===== src/rtl/normalizer.sv =====
// -----------------------------------------------------------------------------
// normalizer
//   Iterative leading-one normalizer, the inverse of the Shifter block. It takes
//   a 32-bit unsigned value and moves it one bit per cycle until its leading one
//   sits at bit TARGET. It returns the mantissa and a signed power such that
//   shifting out_mant by out_power (left if positive, right if negative)
//   reproduces the input, minus any bits discarded by right shifts.
//
// Ports
//   clk         rising-edge clock
//   rst         synchronous active-high reset
//   in_valid    in_value is valid
//   in_ready    block can accept an input (IDLE only)
//   in_value    unsigned value to normalize
//   out_valid   result valid, held until accepted
//   out_ready   downstream accepts the result
//   out_mant    normalized mantissa, leading one at bit TARGET (0 for zero input)
//   out_power   signed 8-bit shift count
//   out_zero    input was zero
//   out_sticky  OR of every 1 bit discarded by right shifts
// -----------------------------------------------------------------------------
module normalizer #(
  parameter int TARGET = 23
) (
  input  logic        clk,
  input  logic        rst,
  input  logic        in_valid,
  output logic        in_ready,
  input  logic [31:0] in_value,
  output logic        out_valid,
  input  logic        out_ready,
  output logic [31:0] out_mant,
  output logic [7:0]  out_power,
  output logic        out_zero,
  output logic        out_sticky
);

  typedef enum logic [1:0] {IDLE, SCAN, DONE} state_t;

  // Bits strictly above TARGET; computed in 64 bits so TARGET=31 yields an
  // empty mask instead of an out-of-range shift.
  localparam logic [63:0] LOW_MASK = (64'd1 << (TARGET + 1)) - 64'd1;
  localparam logic [31:0] HI_MASK  = ~LOW_MASK[31:0];

  state_t             state_q, state_d;
  logic        [31:0] work_q, work_d;
  logic signed [7:0]  power_q, power_d;
  logic               sticky_q, sticky_d;

  // Result registers hold the last result after the handshake while the
  // working registers are reused by the next transaction.
  logic        [31:0] out_mant_q, out_mant_d;
  logic signed [7:0]  out_power_q, out_power_d;
  logic               out_zero_q, out_zero_d;
  logic               out_sticky_q, out_sticky_d;

  always_comb begin
    state_d      = state_q;
    work_d       = work_q;
    power_d      = power_q;
    sticky_d     = sticky_q;
    out_mant_d   = out_mant_q;
    out_power_d  = out_power_q;
    out_zero_d   = out_zero_q;
    out_sticky_d = out_sticky_q;

    case (state_q)
      IDLE: begin
        if (in_valid) begin
          work_d   = in_value;
          power_d  = 8'sd0;
          sticky_d = 1'b0;
          state_d  = SCAN;
        end
      end

      SCAN: begin
        if (work_q == 32'd0) begin
          state_d      = DONE;
          out_mant_d   = work_q;
          out_power_d  = power_q;
          out_zero_d   = 1'b1;
          out_sticky_d = sticky_q;
        end else if ((work_q & HI_MASK) != 32'd0) begin
          work_d   = work_q >> 1;
          sticky_d = sticky_q | work_q[0];
          power_d  = power_q + 8'sd1;
        end else if (!work_q[TARGET]) begin
          // Nothing above TARGET is set, so the left shift loses no bits.
          work_d  = work_q << 1;
          power_d = power_q - 8'sd1;
        end else begin
          state_d      = DONE;
          out_mant_d   = work_q;
          out_power_d  = power_q;
          out_zero_d   = 1'b0;
          out_sticky_d = sticky_q;
        end
      end

      DONE: begin
        if (out_ready) state_d = IDLE;
      end

      default: state_d = IDLE;
    endcase
  end

  // Control and result registers
  always_ff @(posedge clk) begin
    if (rst) begin
      state_q      <= IDLE;
      out_mant_q   <= 32'd0;
      out_power_q  <= 8'sd0;
      out_zero_q   <= 1'b0;
      out_sticky_q <= 1'b0;
    end else begin
      state_q      <= state_d;
      out_mant_q   <= out_mant_d;
      out_power_q  <= out_power_d;
      out_zero_q   <= out_zero_d;
      out_sticky_q <= out_sticky_d;
    end
  end

  // Working datapath, always reloaded on acceptance
  always_ff @(posedge clk) begin
    work_q   <= work_d;
    power_q  <= power_d;
    sticky_q <= sticky_d;
  end

  assign in_ready   = (state_q == IDLE);
  assign out_valid  = (state_q == DONE);
  assign out_mant   = out_mant_q;
  assign out_power  = out_power_q;
  assign out_zero   = out_zero_q;
  assign out_sticky = out_sticky_q;

endmodule


===== config.mk =====
export PLATFORM = sky130hd
export DESIGN_NAME = normalizer
export DESIGN_NICKNAME = d
export VERILOG_FILES = /design/src/rtl/normalizer.sv
export SDC_FILE = /design/constraint.sdc
export NUM_CORES = 1
export LEC_CHECK = 0
export ABC_CLOCK_PERIOD_IN_PS = 5100
export CAP_MARGIN = 5
export CORE_ASPECT_RATIO = 0.7
export CORE_UTILIZATION = 40
export CTS_CLUSTER_SIZE = 14
export DETAILED_ROUTE_END_ITERATION = 8
export GPL_TIMING_DRIVEN = 0
export PLACE_DENSITY = 0.62
export SLEW_MARGIN = 15
export SYNTH_ARGS = -nofsm -noshare
export SYNTH_HDL_FRONTEND = slang
export SYNTH_SLANG_ARGS = --single-unit

===== constraint.sdc =====
create_clock -name clk -period 5.1 [get_ports clk]
set_input_delay 0.765 -clock clk [delete_from_list [all_inputs] [get_ports clk]]
set_output_delay 0.765 -clock clk [all_outputs]
set_load 0.1 [all_outputs]

# --- Yosys cells after proc, flatten, opt, wreduce, memory -nomap -nowiden ---
# Cells that the tools add are included.
totals:
  ff_bits: 85
  in_bits: 36
  out_inout_bits: 44
op_classes:
  add_sub_neg: 2
  n_eq_ne: 10
  n_mux: 32
  n_bitwise: 1
  n_reduce_logical: 10
ops:
  columns: ["op", "n"]
  rows:
  - ["32-bit two-way mux", 7]
  - ["32-bit one-hot mux with 2 select lines", 1]
  - ["8-bit two-way mux", 7]
  - ["32-bit zero test", 1]
  - ["32-bit nonzero test", 1]
  - ["8-bit one-hot mux with 2 select lines", 1]
  - ["4-bit AND reduction", 3]
  - ["2-bit two-way mux", 5]
  - ["1-bit two-way mux", 9]
  - ["3-bit != test, second input constant", 3]
  - ["8-bit by 2-bit adder with 8-bit output, second input constant", 1]
  - ["2-bit != test, second input constant", 4]
  - ["8-bit by 2-bit subtractor with 8-bit output, second input constant", 1]
  - ["2-bit one-hot mux with 3 select lines", 1]
  - ["3-bit AND reduction", 2]
  - ["2-bit nonzero test", 2]
  - ["2-bit by 1-bit == test with 1-bit output, second input constant", 1]
  - ["2-bit == test, second input constant", 1]
  - ["2-bit zero test", 1]
  - ["2-bit by 1-bit != test with 1-bit output, second input constant", 1]
  - ["1-bit one-hot mux with 2 select lines", 1]
  - ["1-bit OR", 1]

# --- Logic depth before layout (Yosys ltp) ---
logic_depth:
  ltp_word: 5
  depth_mapped: 8

# --- Least setup slack after synthesis ---
# OpenSTA, ideal clock, no wires.
synth_timing:
  path_kind: "flip-flop to flip-flop"
  start: "register work_q[23]"
  end: "register power_q[0] (enable)"
  arrival_time_ns: 3.098
  setup_slack_ns: 1.543
  stages_incl_launch_ff: 6
  period_less_slack_ns: 3.557
  cell_sequence: "edfxtp_1 clkbuf_1 inv_1 clkbuf_1 o21ai_0 a31oi_1"
synth_between:
  elab_chain_len: 3
  word_cells_on_any_way: 4
  cone_classes: "2 x eq/ne; 2 x reduce/logical"
synth_lines:
  columns: ["element", "line_no", "rtl"]
  rows:
  - ["start: declaration", "46", "logic [31:0] work_q, work_d;"]
  - ["start signal: assignment", "128", "work_q <= work_d;"]
  - ["32-bit zero test", "78", "if (work_q == 32'd0) begin"]
  - ["2-bit != test (no source line)", null, null]
  - ["4-bit AND reduction (no source line) *", null, null]
  - ["end signal: assignment", "129", "power_q <= power_d;"]
  - ["end: declaration", "47", "logic signed [7:0] power_q, power_d;"]
# Every way passes the cells marked *; elsewhere a longest branch is shown, timed or not.
# A chain may end at the register's enable or synchronous reset.

# --- Worst setup path in the final report ---
layout_timing:
  start: "register work_q[29]"
  end: "register power_q[7] (data pin)"
layout_between:
  elab_chain_len: 4
layout_lines:
  columns: ["element", "line_no", "rtl"]
  rows:
  - ["32-bit nonzero test", "84", "end else if ((work_q & HI_MASK) != 32'd0) begin"]
  - ["8-bit two-way mux", "84", null]
  - ["8-bit two-way mux", "78", null]
  - ["8-bit one-hot mux with 2 select lines", "67", "case (state_q)"]
# No other way between the ends. The select of a mux whose other input is x is not followed.

==> flow_metrics.env <==
export IMPL_ctsResizeCount=0
export IMPL_postSynthCellCount=452
export IMPL_postLayoutCellArea_sq_um=5690
export IMPL_endpoint_kind="flip-flop"
export IMPL_start_util_pct=41.8
export IMPL_path_clk_slew_ns=0.06
export IMPL_grt_use_met3_pct=6.93
export IMPL_drcViolationCount=0
export IMPL_antenna_found_initial=0
export IMPL_dieHeight_microns=89.7
export IMPL_vias=4152
export IMPL_avgSynthCellArea_sq_um=9.72
export IMPL_hold_depth=1
export IMPL_grt_pass1_vias=4029
export IMPL_reg2reg_from="work_q[29]"
export IMPL_synth_top_area_share_pct=28.0
export IMPL_cp_slowest_cell="nor2_1"
export IMPL_r2r_slack_ns=1.73
export IMPL_busiest_layer="met2"
export IMPL_netlist_area_sq_um=4390
export IMPL_timing_rr_end="power_q[7]"
export IMPL_num_antenna_cells=0
export IMPL_cts_tree="yes"
export IMPL_dr_first_iter_drc_count=427
export IMPL_setup_viol=0
export IMPL_gr_usage_all_layers_pct=24.8
export IMPL_clock_sinks=85
export IMPL_worstMarginPinSlew_ns=1.02
export IMPL_htree_levels=3
export IMPL_drive_above_1_share_pct=4.19
export IMPL_num_rows=31
export IMPL_gr_total_overflow=0
export IMPL_die_width_microns=127
export IMPL_io_buffers=79
export IMPL_slew_headroom_pct=32.1
export IMPL_max_cap_violations=0
export IMPL_finClkSkew_ns=0.00810
export IMPL_post_drt_wl_per_cell_microns=19.3
export IMPL_path_max_fanout=11
export IMPL_cts_hold_fix_buffers=0
export IMPL_min_period_ns=3.37
export IMPL_area_delta_synth_final_pct=29.6
export IMPL_outcome="completed"
export IMPL_final_nets=587
export IMPL_layout_common_cells="79 x clkdlybuf4s50_1, 52 x nand2_1, 44 x dfxtp_1"
export IMPL_period_share_pct=66.1
export IMPL_clock_latency_ns=0.34
export IMPL_detail_route_first_pass_iterations=5
export IMPL_power_density_nw_per_um2=283
export IMPL_grt_start_max_net_pins=15
export IMPL_holdCritPathClass="flip-flop to flip-flop"
export IMPL_coreArea_sq_um=10500
export IMPL_die_area_sq_um=11400
export IMPL_grt_use_met1_pct=34.9
export IMPL_setup_tns_ns=0
export IMPL_r2r_cells=8
export IMPL_hp_start="out_mant[28]"
export IMPL_cts_buffers=9
export IMPL_critPathMaxStageDelay_ns=0.72
export IMPL_hold_end="out_mant[28]"
export IMPL_hpwl_microns=9710
export IMPL_leakage_nw=1.97
export IMPL_rsz0062_at_grt="false"
export IMPL_ant_nets=0
export IMPL_cp_data_required_time_ns=5.28
export IMPL_worst_setup_path_type="flip-flop to flip-flop"
export IMPL_synth_seq_cells=85
export IMPL_synth_area_top_cells="edfxtp_1 28%, dfxtp_1 20%, o311ai_0 5.6%, a221o_1 4.8%, nand2_1 4.4%"
export IMPL_cp_start_kind="flip-flop"
export IMPL_gp_congestion=0.826
export IMPL_grt_util_met2_pct=38.0
export IMPL_post_dp_cell_area_sq_um=5430
export IMPL_ys_seq_area_share_pct=48.1
export IMPL_slew_viol_final=0
export IMPL_post_cts_buffers=0
export IMPL_yosysTopAreaCell="edfxtp_1"
export IMPL_layout_commonest_cell="clkdlybuf4s50_1"
export IMPL_synth_cell_type_count=42
export IMPL_grt_pass1_wl_microns=21600
export IMPL_ctsRootBufferMaster="clkbuf_16"
export IMPL_hold_violations=0
export IMPL_ir_worst_vdd_mv=0.185
export IMPL_synthesis_nets=495
export IMPL_ioPinCount=80
export IMPL_clk_path_buf_depth=2
export IMPL_crit_chain="or4_1 -> buf_2 -> nor2_1 -> ha_1 -> a211oi_1 -> o21ai_0 -> a22o_1 -> a21oi_1"
export IMPL_vias_per_cell=5.96
export IMPL_fmax_ghz=0.297
export IMPL_yosysWarnings=0
export IMPL_totalWireLength_microns=13400
export IMPL_cp_data_arrival_time_ns=3.55
kinds of logic after synthesis:
| logic type | Yosys count | share of synthesized area [%] |
|---|---|---|
| DFF | 85 | 48.1 |
| AOI/OAI and AO/OA | 107 | 19.8 |
| adders and majority gates | 7 | 2.16 |
| xor gates and xnor gates | 2 | 0.399 |
| buffers and inverters | 50 | 4.78 |
| muxes | 1 | 0.228 |
| and+or+nand+nor | 200 | 24.5 |
worst max-delay path by stage:
| stage | start | endpoint | slack [ns] |
|---|---|---|---|
| global placement | work_q[23] | work_q[5] | 0.03 |
| detailed placement | work_q[29] | power_q[7] | 1.80 |
| floorplan | work_q[23] | power_q[0] | 1.54 |
| finish | work_q[29] | power_q[7] | 1.73 |
| global route | work_q[29] | power_q[7] | 1.49 |
| CTS | work_q[29] | power_q[7] | 1.76 |
layer usage:
layer  part of all wire (%)  vias up  routed length [microns]
li1                       -     1948                        -
met1                     48     2033                     6480
met2                     43      161                     5790
met3                    7.8       10                     1050
met4                   0.81        0                      109
met5                      0        -                        0
area by class of cell:
cell class                      count  area [sq um]
Multi-Input combinational cell    317          2090
Clock buffer                       15           258
Clock inverter                      1          8.76
Buffer                             47           199
Timing Repair Buffer               81           833
Tap cell                          148           185
Inverter                            3          11.3
Fill cell                         963          4820
Sequential cell                    85          2110
per-stage QoR:
step,worst slack (ns),utilization (%),hold slack (ns),total power [W],std cells
after floorplan,1.54,-,0.501,0.000926,452
after global placement,0.0290,51.1,0.450,0.00101,679
after detailed placement,1.80,51.6,0.456,0.00102,681
after CTS,1.76,54.2,0.466,0.00162,697
after global routing,1.49,54.2,0.479,0.00168,697
final,1.73,54.2,0.464,0.00161,697
report_power, final:
group          internal, W  switching, W
registers         0.000765     0.0000409
clock network     0.000345      0.000255
logic            0.0000820      0.000123
state kept, by name (all words and copies together) (netlist names):
name,flops
state_q,2
out_mant,32
work_q,32
sticky_q,1
out_zero,1
out_power,8
out_sticky,1
power_q,8
Yosys cell counts (all sizes together):
master	n
nand2	52
dfxtp	44
edfxtp	41
clkbuf	34
nand4	30
o311ai	28
and2	24
a221o	21
nand3	21
nor4	17
nor2	16
nor2b	16
a31oi	13
buf	13
nand3b	10
o21ai	10
o211a	8
a21o	6
a21oi	6
ha	6
a32o	5
nor3	4
o21bai	3
a211oi	2
a22o	2
inv	2
nand2b	2
nor4b	2
or3	2
or4	2
xnor2	2
a221oi	1
a311oi	1
and4	1
clkinv	1
fa	1
mux2i	1
nor3b	1
o31ai	1
worst max-delay path: cells and delay by family, from the launching register on:
kind / cells / cell delay, ns
adders and majority gates: 1 / 0.39
DFF: 1 / 0.39
buffers and inverters: 1 / 0.20
AOI/OAI and AO/OA: 4 / 0.96
and+or+nand+nor: 2 / 1.27
No activity file was read; power rests on OpenSTA's default activity.
